[config.mk]
export PLATFORM = sky130hd
export DESIGN_NAME = branch_commit_queue_flat
export DESIGN_NICKNAME = d
export VERILOG_FILES = /design/src/rtl/branch_commit_queue_if.sv /design/src/rtl/branch_commit_queue.sv /design/src/flat_wrapper.sv
export SDC_FILE = /design/constraint.sdc
export NUM_CORES = 1
export LEC_CHECK = 0
export CAP_MARGIN = 40
export CORE_ASPECT_RATIO = 1.25
export CORE_MARGIN = 5
export CORE_UTILIZATION = 30
export CTS_BUF_LIST = sky130_fd_sc_hd__clkbuf_16
export DETAILED_ROUTE_END_ITERATION = 8
export MAX_ROUTING_LAYER = met4
export PLACE_DENSITY_LB_ADDON = 0.25
export SLEW_MARGIN = 30
export SYNTH_ARGS = -nofsm -noshare
export SYNTH_HDL_FRONTEND = slang
export SYNTH_SLANG_ARGS = --single-unit
[constraint.sdc]
create_clock -name clk_in -period 22 [get_ports clk_in]
set_input_delay 5.5 -clock clk_in [delete_from_list [all_inputs] [get_ports clk_in]]
set_output_delay 5.5 -clock clk_in [all_outputs]
set_load 0.01 [all_outputs]
[src/rtl/branch_commit_queue_if.sv]
// branch_commit_queue_if
// Bundles the allocate, resolve, predictor-update and redirect signals of the
// branch commit queue.
//   master : fetch/issue + execution side (drives alloc_* and res_*)
//   slave  : the queue itself (drives alloc_ready/alloc_tag, upd_*, flush_*, count)
// Allocation handshake: an allocation transfers on a rising clk_in edge with
// rdy_in high when alloc_valid && alloc_ready; while alloc_ready is low the
// source must keep alloc_valid and its payload stable until it is accepted.
// res_valid, upd_valid and flush_valid are single-cycle strobes with no
// back-pressure.
interface branch_commit_queue_if #(
    parameter int TAG_W = 4
);
    logic             alloc_valid;
    logic [31:0]      alloc_pc;
    logic [31:0]      alloc_pred_pc;
    logic             alloc_ready;
    logic [TAG_W-1:0] alloc_tag;
    logic             res_valid;
    logic [TAG_W-1:0] res_tag;
    logic             res_taken;
    logic [31:0]      res_target;
    logic             upd_valid;
    logic [31:0]      upd_pc;
    logic             flush_valid;
    logic [31:0]      flush_pc;
    logic [TAG_W:0]   count;

    modport master (
        output alloc_valid, alloc_pc, alloc_pred_pc,
        output res_valid, res_tag, res_taken, res_target,
        input  alloc_ready, alloc_tag, upd_valid, upd_pc,
        input  flush_valid, flush_pc, count
    );

    modport slave (
        input  alloc_valid, alloc_pc, alloc_pred_pc,
        input  res_valid, res_tag, res_taken, res_target,
        output alloc_ready, alloc_tag, upd_valid, upd_pc,
        output flush_valid, flush_pc, count
    );
endinterface

[src/rtl/branch_commit_queue.sv]
// branch_commit_queue
// In-order tracker for in-flight conditional branches. Branches are allocated
// at the tail, resolved out of order by tag, and retired one per cycle from the
// head. Each retirement emits a predictor update (upd_pc[0] = actual taken);
// a retirement whose resolved target differs from the predicted next PC also
// emits a redirect and empties the queue.
// Ports:
//   clk_in  : clock, rising edge
//   rst_in  : asynchronous active-high reset
//   rdy_in  : global ready; when low every register (including pulses) holds
//   bus     : branch_commit_queue_if.slave (allocate / resolve / update / flush)
module branch_commit_queue #(
    parameter int DEPTH = 16,
    parameter int TAG_W = 4
) (
    input  logic                  clk_in,
    input  logic                  rst_in,
    input  logic                  rdy_in,
    branch_commit_queue_if.slave  bus
);
    localparam logic [TAG_W:0]   FULL    = (TAG_W+1)'(DEPTH);
    localparam logic [TAG_W-1:0] PTR_ONE = TAG_W'(1);

    // Control state (reset)
    logic [DEPTH-1:0] valid_q;
    logic [DEPTH-1:0] resolved_q;
    logic [TAG_W-1:0] head;
    logic [TAG_W-1:0] tail;
    logic [TAG_W:0]   count_q;
    logic             upd_valid_q;
    logic [31:0]      upd_pc_q;
    logic             flush_valid_q;
    logic [31:0]      flush_pc_q;

    // Payload (not reset; only ever read once valid and resolved)
    logic [30:0]      pc_q     [DEPTH];
    logic [31:0]      pred_q   [DEPTH];
    logic [31:0]      target_q [DEPTH];
    logic [DEPTH-1:0] taken_q;

    logic do_alloc;
    logic do_resolve;
    logic do_commit;
    logic mispredict;

    // The PC is 2-byte aligned, so bit 0 carries no information.
    logic unused_pc_bit;
    assign unused_pc_bit = bus.alloc_pc[0];

    assign bus.alloc_ready = (count_q != FULL);
    assign bus.alloc_tag   = tail;
    assign bus.count       = count_q;
    assign bus.upd_valid   = upd_valid_q;
    assign bus.upd_pc      = upd_pc_q;
    assign bus.flush_valid = flush_valid_q;
    assign bus.flush_pc    = flush_pc_q;

    // All decisions use registered state from before the edge, so a head that
    // is resolved on this edge cannot also commit on it.
    assign do_alloc   = bus.alloc_valid && bus.alloc_ready;
    assign do_resolve = bus.res_valid && valid_q[bus.res_tag] && !resolved_q[bus.res_tag];
    assign do_commit  = valid_q[head] && resolved_q[head];
    assign mispredict = do_commit && (target_q[head] != pred_q[head]);

    always_ff @(posedge clk_in or posedge rst_in) begin
        if (rst_in) begin
            valid_q       <= '0;
            resolved_q    <= '0;
            head          <= '0;
            tail          <= '0;
            count_q       <= '0;
            upd_valid_q   <= 1'b0;
            upd_pc_q      <= '0;
            flush_valid_q <= 1'b0;
            flush_pc_q    <= '0;
        end else if (rdy_in) begin
            upd_valid_q   <= do_commit;
            flush_valid_q <= mispredict;
            if (do_commit) begin
                upd_pc_q <= {pc_q[head], taken_q[head]};
            end
            if (mispredict) begin
                flush_pc_q <= target_q[head];
            end

            if (mispredict) begin
                // Everything younger than the mispredicted branch is on the
                // wrong path; same-edge allocate/resolve are dropped as well.
                valid_q <= '0;
                head    <= '0;
                tail    <= '0;
                count_q <= '0;
            end else begin
                // Commit clears head and allocate sets tail; they can only
                // alias when the queue is full, where allocate is blocked.
                if (do_commit) begin
                    valid_q[head] <= 1'b0;
                    head          <= head + PTR_ONE;
                end
                if (do_alloc) begin
                    valid_q[tail]    <= 1'b1;
                    resolved_q[tail] <= 1'b0;
                    tail             <= tail + PTR_ONE;
                end
                if (do_resolve) begin
                    resolved_q[bus.res_tag] <= 1'b1;
                end
                count_q <= count_q + (TAG_W+1)'(do_alloc) - (TAG_W+1)'(do_commit);
            end
        end
    end

    always_ff @(posedge clk_in) begin
        if (rdy_in && !mispredict) begin
            if (do_alloc) begin
                pc_q[tail]   <= bus.alloc_pc[31:1];
                pred_q[tail] <= bus.alloc_pred_pc;
            end
            if (do_resolve) begin
                taken_q[bus.res_tag]  <= bus.res_taken;
                target_q[bus.res_tag] <= bus.res_target;
            end
        end
    end
endmodule

[src/flat_wrapper.sv]
// flat-port wrapper written by rule: the top's interface ports become plain ports
module branch_commit_queue_flat 
#(
    parameter int DEPTH = 16,
    parameter int TAG_W = 4
)
  (clk_in, rst_in, rdy_in, bus_alloc_valid, bus_alloc_pc, bus_alloc_pred_pc, bus_res_valid, bus_res_tag, bus_res_taken, bus_res_target, bus_alloc_ready, bus_alloc_tag, bus_upd_valid, bus_upd_pc, bus_flush_valid, bus_flush_pc, bus_count);
  branch_commit_queue_if #(.TAG_W(TAG_W)) bus_i ();
  input  logic clk_in;
  input  logic rst_in;
  input  logic rdy_in;
  input wire logic [$bits(bus_i.alloc_valid)-1:0] bus_alloc_valid;
  input wire logic [$bits(bus_i.alloc_pc)-1:0] bus_alloc_pc;
  input wire logic [$bits(bus_i.alloc_pred_pc)-1:0] bus_alloc_pred_pc;
  input wire logic [$bits(bus_i.res_valid)-1:0] bus_res_valid;
  input wire logic [$bits(bus_i.res_tag)-1:0] bus_res_tag;
  input wire logic [$bits(bus_i.res_taken)-1:0] bus_res_taken;
  input wire logic [$bits(bus_i.res_target)-1:0] bus_res_target;
  output wire logic [$bits(bus_i.alloc_ready)-1:0] bus_alloc_ready;
  output wire logic [$bits(bus_i.alloc_tag)-1:0] bus_alloc_tag;
  output wire logic [$bits(bus_i.upd_valid)-1:0] bus_upd_valid;
  output wire logic [$bits(bus_i.upd_pc)-1:0] bus_upd_pc;
  output wire logic [$bits(bus_i.flush_valid)-1:0] bus_flush_valid;
  output wire logic [$bits(bus_i.flush_pc)-1:0] bus_flush_pc;
  output wire logic [$bits(bus_i.count)-1:0] bus_count;
  assign bus_i.alloc_valid = bus_alloc_valid;
  assign bus_i.alloc_pc = bus_alloc_pc;
  assign bus_i.alloc_pred_pc = bus_alloc_pred_pc;
  assign bus_i.res_valid = bus_res_valid;
  assign bus_i.res_tag = bus_res_tag;
  assign bus_i.res_taken = bus_res_taken;
  assign bus_i.res_target = bus_res_target;
  assign bus_alloc_ready = bus_i.alloc_ready;
  assign bus_alloc_tag = bus_i.alloc_tag;
  assign bus_upd_valid = bus_i.upd_valid;
  assign bus_upd_pc = bus_i.upd_pc;
  assign bus_flush_valid = bus_i.flush_valid;
  assign bus_flush_pc = bus_i.flush_pc;
  assign bus_count = bus_i.count;
  branch_commit_queue #(.DEPTH(DEPTH), .TAG_W(TAG_W)) u_core (.clk_in(clk_in), .rst_in(rst_in), .rdy_in(rdy_in), .bus(bus_i));
endmodule
==> results of run 1 <==
## cells by family after synthesis
kind of cell | Yosys count | share of synthesized area (%)
xor+xnor | 38 | 0.5295
buf+inv | 181 | 1.254
compound gates | 204 | 2.313
flops | 1647 | 77.80
simple gates | 211 | 1.545
mux | 487 | 16.25
fa+ha+maj | 15 | 0.3105
## cell type report
type | count | area [µm²] | share of cell area (%)
Multi-Input combinational cell | 955 | 13410 | 18.04
Sequential cell | 1647 | 48920 | 65.81
Antenna cell | 17 | 42.54 | 0.05723
Timing Repair Buffer | 280 | 3003 | 4.040
Clock inverter | 146 | 937.1 | 1.261
Tap cell | 2740 | 3428 | 4.612
Clock buffer | 179 | 4479 | 6.026
Inverter | 29 | 113.9 | 0.1532
## stage by stage
step                setup WS (ns)  cell area [µm²]  hold slack [ns]  std cells
CTS                         13.54            74240           0.4930       5974
finish                      13.47            74330           0.4861       5993
detailed placement          12.69            68820           0.4800       5649
global placement            12.34            68280           0.4744       5627
global route                13.34            74330           0.5239       5991
floorplan                   10.31            62850           0.4837       2783
## worst min-delay path by stage
stage / startpoint / endpoint / cells past startpoint
final: u_core.bus.flush_pc[1] / u_core.bus.flush_pc[1] / 1
after CTS: u_core.bus.flush_pc[0] / u_core.bus.flush_pc[0] / 1
after global placement: u_core.bus.flush_pc[2] / u_core.bus.flush_pc[2] / 1
after floorplan: u_core.valid_q[12] / u_core.valid_q[12] / 1
after detailed placement: u_core.bus.flush_pc[0] / u_core.bus.flush_pc[0] / 1
after global routing: u_core.bus.flush_pc[31] / u_core.bus.flush_pc[31] / 1
## metal layers
layer,up-vias,track usage (%)
met5,-,-
met4,0,3.384
met3,239,3.267
met2,776,25.39
met1,16359,20.49
li1,12422,-
## flip-flops by register name, summed over array words and instances (netlist names)
name / cells
u_core.resolved_q: 16
u_core.pred_q: 512
u_core.bus.flush_pc: 32
u_core.bus.count: 5
u_core.head: 4
u_core.pc_q: 496
u_core.taken_q: 16
u_core.bus.upd_pc: 32
u_core.target_q: 512
u_core.valid_q: 16
u_core.bus.upd_valid: 1
u_core.bus.alloc_tag: 4
u_core.bus.flush_valid: 1
## layout by cell type (no fill, tap or decap), drive strengths merged, types with 8 or more instances in the layout
| cell type | synthesis | layout |
|---|---|---|
| buf | 88 | 100 |
| clkdlybuf4s50 | 0 | 180 |
| ha | 14 | 14 |
| nand2 | 104 | 104 |
| dfrtp | 111 | 111 |
| xor2 | 36 | 36 |
| mux4 | 420 | 420 |
| inv | 28 | 92 |
| nor3 | 9 | 9 |
| mux2 | 65 | 65 |
| a31oi | 8 | 8 |
| o22ai | 17 | 17 |
| edfxtp | 1536 | 1536 |
| nor3b | 8 | 8 |
| clkinv | 1 | 71 |
| a21oi | 8 | 8 |
| a21boi | 9 | 9 |
| nor4 | 16 | 16 |
| o21ai | 19 | 19 |
| clkbuf | 64 | 179 |
| bufinv | 0 | 9 |
| diode | 0 | 17 |
| nor2 | 24 | 24 |
| a22oi | 128 | 128 |
| nand3 | 26 | 26 |
## where the power goes
| part | internal (mW) | switching [mW] |
|---|---|---|
| registers | 3.61 | 0.104 |
| clock network | 1.58 | 1.21 |
| logic | 0.901 | 0.914 |
| total | 6.09 | 2.23 |
==> metrics, run 1 <==
largest net degree at the start of global routing=around 120; number of global-route vias before repair=a little over 30k; max-slew violation count=0; main flop type after synthesis=edfxtp_1; critical path startpoint category=input port; Finished Core Util=between 30% and 40%; Antenna Violating Nets Remaining=0; synth top area cells=edfxtp_1, mux4_2, dfrtp_1; Die ar.=approximately 220000 µm²; GPL Wtd Cong=0.7384; Placeable Area=208000 µm²; Worst-path clk slew=approximately 0.06 ns; I/O Buffers=between 150 and 200; Critical Path RT=~22 ns; Critical path origin=bus_res_tag[1]; critical path depth in cells=7; Detailed Route WL=roughly 170000 µm; Top delay family on crit path=simple AND/OR/NAND/NOR gates; FFs w/ async S/R, synth=under 10%; Initial Utilization=30.22%; setup violators final=0; Post-synth EDFFs=between 1.5k and 2k; Die Ht=521.8 µm; Setup Skew=0.04300 ns; setup TNS=0 ns; most numerous cell in the Yosys netlist=edfxtp_1; share of cells above drive strength 1=a little over a quarter; Max FO, Critical Path=20; cts repair resizes=0; met3 WL=a little over 9000 µm; Ports=around 180; sequential share of the synthesized area=a little under 80%; Die W=419.4 µm; clk_lat worst skew=around 0.8 ns; RSZ-0062 raised after global routing=false; Max clock buf depth=3; RR Endpoint=u_core.pred_q[11][17]; DR vias=around 30k; routed len/inst=28.05 µm; drt pass-1 iters=5; Vias/cell=about 5; fill cell count=19.11k; routed length on met2=around 83000 µm; worst path cell trace=clkdlybuf4s50_1 > nor3b_1 > a31oi_1 > mux4_2 > or3_1 > nor2_4 > buf_4; flop2flop setup slack=14.87 ns; CTS tree=built; met1 WL=around 70000 µm; top post-synthesis cells by count=edfxtp_1, mux4_2, a22oi_1; crit share post-route=~39%; post-synth top area cell=edfxtp_1; DRT iter0 DRCs=about 2.6k; status=finished, final reports clean; warnings from Yosys=0; FF-to-FF Start=u_core.head[1]; Max-slew headroom=~39%; worst path bufs/invs=2; Placement Rows=approximately 190; Critical Path End Type=flip-flop; worst-margin pin slew=between 0.9 and 1 ns; Area growth, synth to finish=18.26%; minimum clock period=8.530 ns; Mapped Nets=2904; uppermost layer routed=met4; Inserted Clock Buffers=approximately 180; CP arrival=around 9.0 ns; Netlist cell types=46; reg2reg path depth=14; NumNets Final=3211; All-Layer GR Usage=approximately 16%; CP max stage delay=between 0.7 and 0.8 ns; Crit Path Category=in2reg; root buffer cell=clkbuf_16; syn_area_per_cell=22.58 µm²; Hold Vio Cnt, Final=0; Yosys reg bits=around 1.6k; grt ovf=0; CTS Hold Bufs=0; Cells after Synth=~2.8k; f_max=between 0.1 and 0.15 GHz; Synth Cell Area=about 63000 µm²; first-pass GRT wire length=between 200000 and 250000 µm; leakage power=23.15 nW; share of the synthesized area in the top cell type=between 70% and 80%; H-tree depth=4; CP endpoint=u_core.target_q[10][26]; Post-CTS Setup Inserts=0; VDD IR max=86.08 µV; antenna violations before repair=32; pwr/cell area=roughly 110 nW/µm²; critical path's slowest cell=clkdlybuf4s50_1; Hold Crit Class=reg2reg; Post-DP HPWL=~90000 µm; drc violations=0; total clock sinks=~1.6k; overall power=around 8.3 mW; max-cap violation count=0
Note: power is estimated with default switching activity, not from simulation.
==> run 2: changes to the inputs <==
==> constraint.sdc (replaced) <==
create_clock -name clk_in -period 7.5 [get_ports clk_in]
set_input_delay 1.875 -clock clk_in [delete_from_list [all_inputs] [get_ports clk_in]]
set_output_delay 1.875 -clock clk_in [all_outputs]
set_load 0.01 [all_outputs]
==> metrics, run 2 (synthesis results as in run 1) <==
total clock sinks=1647; setup TNS=0 ns; CTS tree=built; Hold Crit Class=reg2reg; Vias/cell=approximately 5.0; CP arrival=approximately 6.2 ns; clock share of power=around a third; clk_lat worst skew=roughly 0.81 ns; Top delay family on crit path=buffers and inverters; Inserted Clock Buffers=174; Detailed Route WL=between 150000 and 200000 µm; share of cells above drive strength 1=a little over a quarter; leakage power=23.17 nW; hold_ws=~0.50 ns; crit share post-route=76.58%; All-Layer GR Usage=approximately 16%; Placement Rows=between 150 and 200; max-cap violation count=0; grt ovf=0; CTS Hold Bufs=0; Antenna Violating Nets Remaining=0; drc violations=0; f_max=0.1741 GHz; Die W=roughly 420 µm; CP max stage delay=0.88 ns; Hold Vio Cnt, Final=0; DR vias=just under 30k; most common cell after layout, fill and taps aside=edfxtp_1; GPL Wtd Cong=~0.74; # placed instances=approximately 5.6k; Max-slew headroom=about 43%; Worst-path clk slew=approximately 0.060 ns; critical path startpoint category=flip-flop; root buffer cell=clkbuf_16; antenna violations before repair=34; Switching Fraction=27.13%; Initial Utilization=a little over 30%; minimum clock period=roughly 5.7 ns; worst path bufs/invs=4; cts repair resizes=0; final std cells w/o fill=about 6.0k; drt pass-1 iters=5; Placeable Area=208000 µm²; Critical Path RT=~7.9 ns; crit-path most repeated cell=buf_4; max-slew violation count=0; Area growth, synth to finish=18.71%; worst path cell trace=buf_12 > buf_4 > mux4_2 > a22oi_1 > nand2_1 > xor2_1 > nor4_1 > nand4_1 > o21a_2 > buf_4 > nor3b_4 > buf_4; biggest regs=u_core.pred_q: 512 flops, u_core.target_q: 512 flops, u_core.pc_q: 496 flops; part of the power in registers=between 40% and 50%; worst-margin pin slew=between 0.8 and 0.9 ns; number of global-route vias before repair=31.41k; VDD IR max=~290 µV; RSZ-0062 raised after global routing=false; status=finished, final reports clean; Critical Path End Type=flip-flop; NumNets Final=about 3.2k; critical path's slowest cell=dfrtp_4; first-pass GRT wire length=between 200000 and 250000 µm; most frequent cells in the layout=edfxtp_1, mux4_2, clkdlybuf4s50_1; Max FO, Critical Path=28; Switch Pwr=~6.6 mW; largest net degree at the start of global routing=93; DRT iter0 DRCs=roughly 2.3k; setup violators final=0; Post-CTS Setup Inserts=0; pwr/cell area=between 300 and 400 nW/µm²; Setup Skew=between 0.03 and 0.04 ns; Logic pwr share=roughly 22%; Post-DP HPWL=slightly above 90000 µm; routed len/inst=roughly 28 µm; I/O Buffers=180; Ports=~180; H-tree depth=4; Die Ht=521.8 µm; Crit Path Category=reg2reg; internal power=between 15 and 20 mW; Die ar.=~220000 µm²; Max clock buf depth=3
run 2: through the flow:
stage / util, % / power [mW] / area (µm²) / setup slack (ns)
floorplan: - / 14.56 / 62870 / -0.1757
global placement: 33.16 / 16.58 / 68960 / 1.551
detailed placement: 33.26 / 16.65 / 69170 / 1.571
CTS: 35.85 / 24.81 / 74560 / 1.551
global route: 35.87 / 25.49 / 74610 / 1.484
finish: 35.87 / 24.39 / 74610 / 1.757
run 2: area by class of cell:
class	count	area, µm²
diodes	20	50.05
clock buffers	175	4379
clock inverters	148	1012
fillers	18994	133400
inverters	29	116.4
multi-input cells	955	13440
flip-flops and latches	1647	48920
well taps	2740	3428
repair buffers	278	3276
run 2: power groups by stage:
stage                     Sequential (mW)  Combinational (mW)  Clock, mW
final                                10.9                5.37       8.09
after global routing                 11.0                5.79       8.72
after CTS                            10.9                5.55       8.33
after detailed placement             11.1                5.53          0
after global placement               11.1                5.47          0
after floorplan                      11.1                3.49          0
run 2: metal layers:
| layer | track usage (%) | vias to the layer above | wire [µm] |
|---|---|---|---|
| met5 | - | - | 0 |
| met4 | 4.515 | 0 | 4390 |
| met3 | 3.403 | 275 | 9078 |
| met2 | 27.36 | 783 | 89470 |
| met1 | 18.85 | 16192 | 67650 |
| li1 | - | 12415 | - |
run 2: worst paths after layout:
| check | start | to | slack [ns] | depth (start not counted) |
|---|---|---|---|---|
| setup / recovery | u_core.head[0] | u_core.pred_q[1][1] | 1.76 | 12 |
| hold / removal | u_core.bus.flush_pc[1] | u_core.bus.flush_pc[1] | 0.50 | 1 |
| setup reg to reg | u_core.head[0] | u_core.pred_q[1][1] | 1.76 | 12 |
| hold reg to reg | u_core.bus.flush_pc[1] | u_core.bus.flush_pc[1] | 0.50 | 1 |
| max in group asynchronous | rst_in | u_core.bus.flush_pc[1] | 4.49 | 3 |
| min in group asynchronous | rst_in | u_core.bus.upd_pc[7] | 1.59 | 2 |
==> run 3: changes to the inputs <==
==> constraint.sdc (replaced) <==
create_clock -name clk_in -period 5.75 [get_ports clk_in]
set_input_delay 1.4375 -clock clk_in [delete_from_list [all_inputs] [get_ports clk_in]]
set_output_delay 1.4375 -clock clk_in [all_outputs]
set_load 0.01 [all_outputs]
==> metrics, run 3 (synthesis results as in run 1) <==
most frequent cells in the layout=edfxtp_1, mux4_2, clkdlybuf4s50_1; Max-slew headroom=44.92%; H-tree depth=4; NumNets Final=about 3.3k; Detailed Route WL=roughly 170000 µm; Switching Fraction=around 27%; Antenna Violating Nets Remaining=0; f_max=0.2035 GHz; Crit Path Category=reg2reg; critical path's slowest cell=dfrtp_4; CTS tree=built; DRT iter0 DRCs=between 2k and 3k; final std cells w/o fill=slightly above 6k; Die Ht=521.8 µm; minimum clock period=around 4.9 ns; Inserted Clock Buffers=between 150 and 200; CTS Hold Bufs=0; Placeable Area=around 210000 µm²; crit-path most repeated cell=buf_4; cts repair resizes=0; Setup Skew=~0.024 ns; Critical Path End Type=flip-flop; crit share post-route=85.47%; status=finished, final reports clean; Vias/cell=4.950; DR vias=roughly 30k; drt pass-1 iters=5; Reg area=48920 µm²; critical path startpoint category=flip-flop; Max clock buf depth=3; worst path bufs/invs=6; Hold Vio Cnt, Final=0; Switch Pwr=~8.7 mW; grt ovf=0; Post-DP HPWL=about 98000 µm; drc violations=0; Critical Path RT=~6.2 ns; largest net degree at the start of global routing=between 90 and 100; max-cap violation count=0; # placed instances=5709; RSZ-0062 raised after global routing=false; Post-CTS Setup Inserts=0; CP max stage delay=roughly 0.54 ns; CP arrival=approximately 5.4 ns; root buffer cell=clkbuf_16; All-Layer GR Usage=around 16%; routed len/inst=28.32 µm; Max FO, Critical Path=29; Top delay family on crit path=buffers and inverters; overall power=roughly 32 mW; part of the power in registers=between 40% and 50%; clk_lat worst skew=0.79 ns; max-slew violation count=0; clock share of power=33.1%; area of the multi-input gates=between 10000 and 15000 µm²; Die ar.=218800 µm²; VDD IR max=348.6 µV; antenna violations before repair=33; Initial Utilization=around 30%; total clock sinks=~1.6k; most common cell after layout, fill and taps aside=edfxtp_1; leakage power=approximately 24 nW; Area growth, synth to finish=20.03%; Placement Rows=around 190; worst path cell trace=buf_12 > buf_4 > mux4_2 > a22oi_1 > nand2_1 > xor2_1 > nor4_1 > nand4_1 > buf_4 > o21a_2 > buf_4 > nor3_2 > buf_4 > buf_12; Ports=182; pwr/cell area=425.4 nW/µm²; setup violators final=0; Hold Crit Class=reg2reg; share of cells above drive strength 1=about 28%; GPL Wtd Cong=between 0.7 and 0.8; worst-margin pin slew=0.8262 ns; Die W=around 420 µm; Worst-path clk slew=0.06 ns; internal power=roughly 23 mW; fill cell count=between 15k and 20k; post-placement setup slack=around 0.8 ns; Logic pwr share=between 20% and 30%; first-pass GRT wire length=~240000 µm; final setup margin=between 0.8 and 0.9 ns; number of global-route vias before repair=around 32k; I/O Buffers=between 150 and 200; biggest regs=u_core.pred_q: 512 flops, u_core.target_q: 512 flops, u_core.pc_q: 496 flops
run 3: cell count changes in the layout (fill, tap and decap cells not counted), sizes merged:
cell,before,now
clkbuf,175,178
buf,98,160
bufinv,7,9
clkinv,82,78
inv,86,84
run 3: final timing paths:
path	endpoint	cells after the start	slack [ns]	startpoint
max in group asynchronous	u_core.bus.flush_pc[30]	4	3.49	rst_in
worst min register to register	u_core.bus.flush_pc[3]	1	0.49	u_core.bus.flush_pc[3]
min in group asynchronous	u_core.bus.count[3]	2	0.95	rst_in
worst max register to register	u_core.pred_q[13][28]	14	0.84	u_core.head[0]
worst max-delay path	u_core.pred_q[13][28]	14	0.84	u_core.head[0]
worst min-delay path	u_core.bus.flush_pc[3]	1	0.49	u_core.bus.flush_pc[3]
run 3: power groups by stage:
stage,Sequential [mW],Combinational [mW],Clock (mW)
2_1_floorplan,14.4,4.57,0
3_3_place_gp,14.4,7.46,0
3_5_place_dp,14.4,7.49,0
4_1_cts,14.2,7.51,10.9
5_1_grt,14.2,7.84,11.4
6_report,14.2,7.29,10.6
run 3: final cells by class:
type	instances	share of cell area, %
tap	2740	4.544
multi-input combinational	955	17.90
antenna	20	0.06634
sequential	1647	64.84
inverter	29	0.1509
clock buffer	178	5.904
timing repair buffer	340	5.344
clock inverter	144	1.250
run 3: routing by layer:
metal / up-vias / routed length [µm] / GRT usage, %
met2: 725 / 88170 / 26.77
met5: - / 0 / -
met1: 16498 / 71810 / 20.29
met4: 0 / 2558 / 2.979
li1: 12548 / - / -
met3: 194 / 8902 / 3.512
run 3: stage by stage:
step | cell area (µm²) | util (%) | hold WS (ns) | setup TNS (ns)
3_5_place_dp | 69950 | 33.63 | 0.4873 | 0
4_1_cts | 75350 | 36.22 | 0.4990 | 0
6_report | 75440 | 36.27 | 0.4912 | 0
3_3_place_gp | 69900 | 33.61 | 0.4835 | 0
2_1_floorplan | 62950 | - | 0.4837 | -351.41
5_1_grt | 75440 | 36.27 | 0.5069 | 0
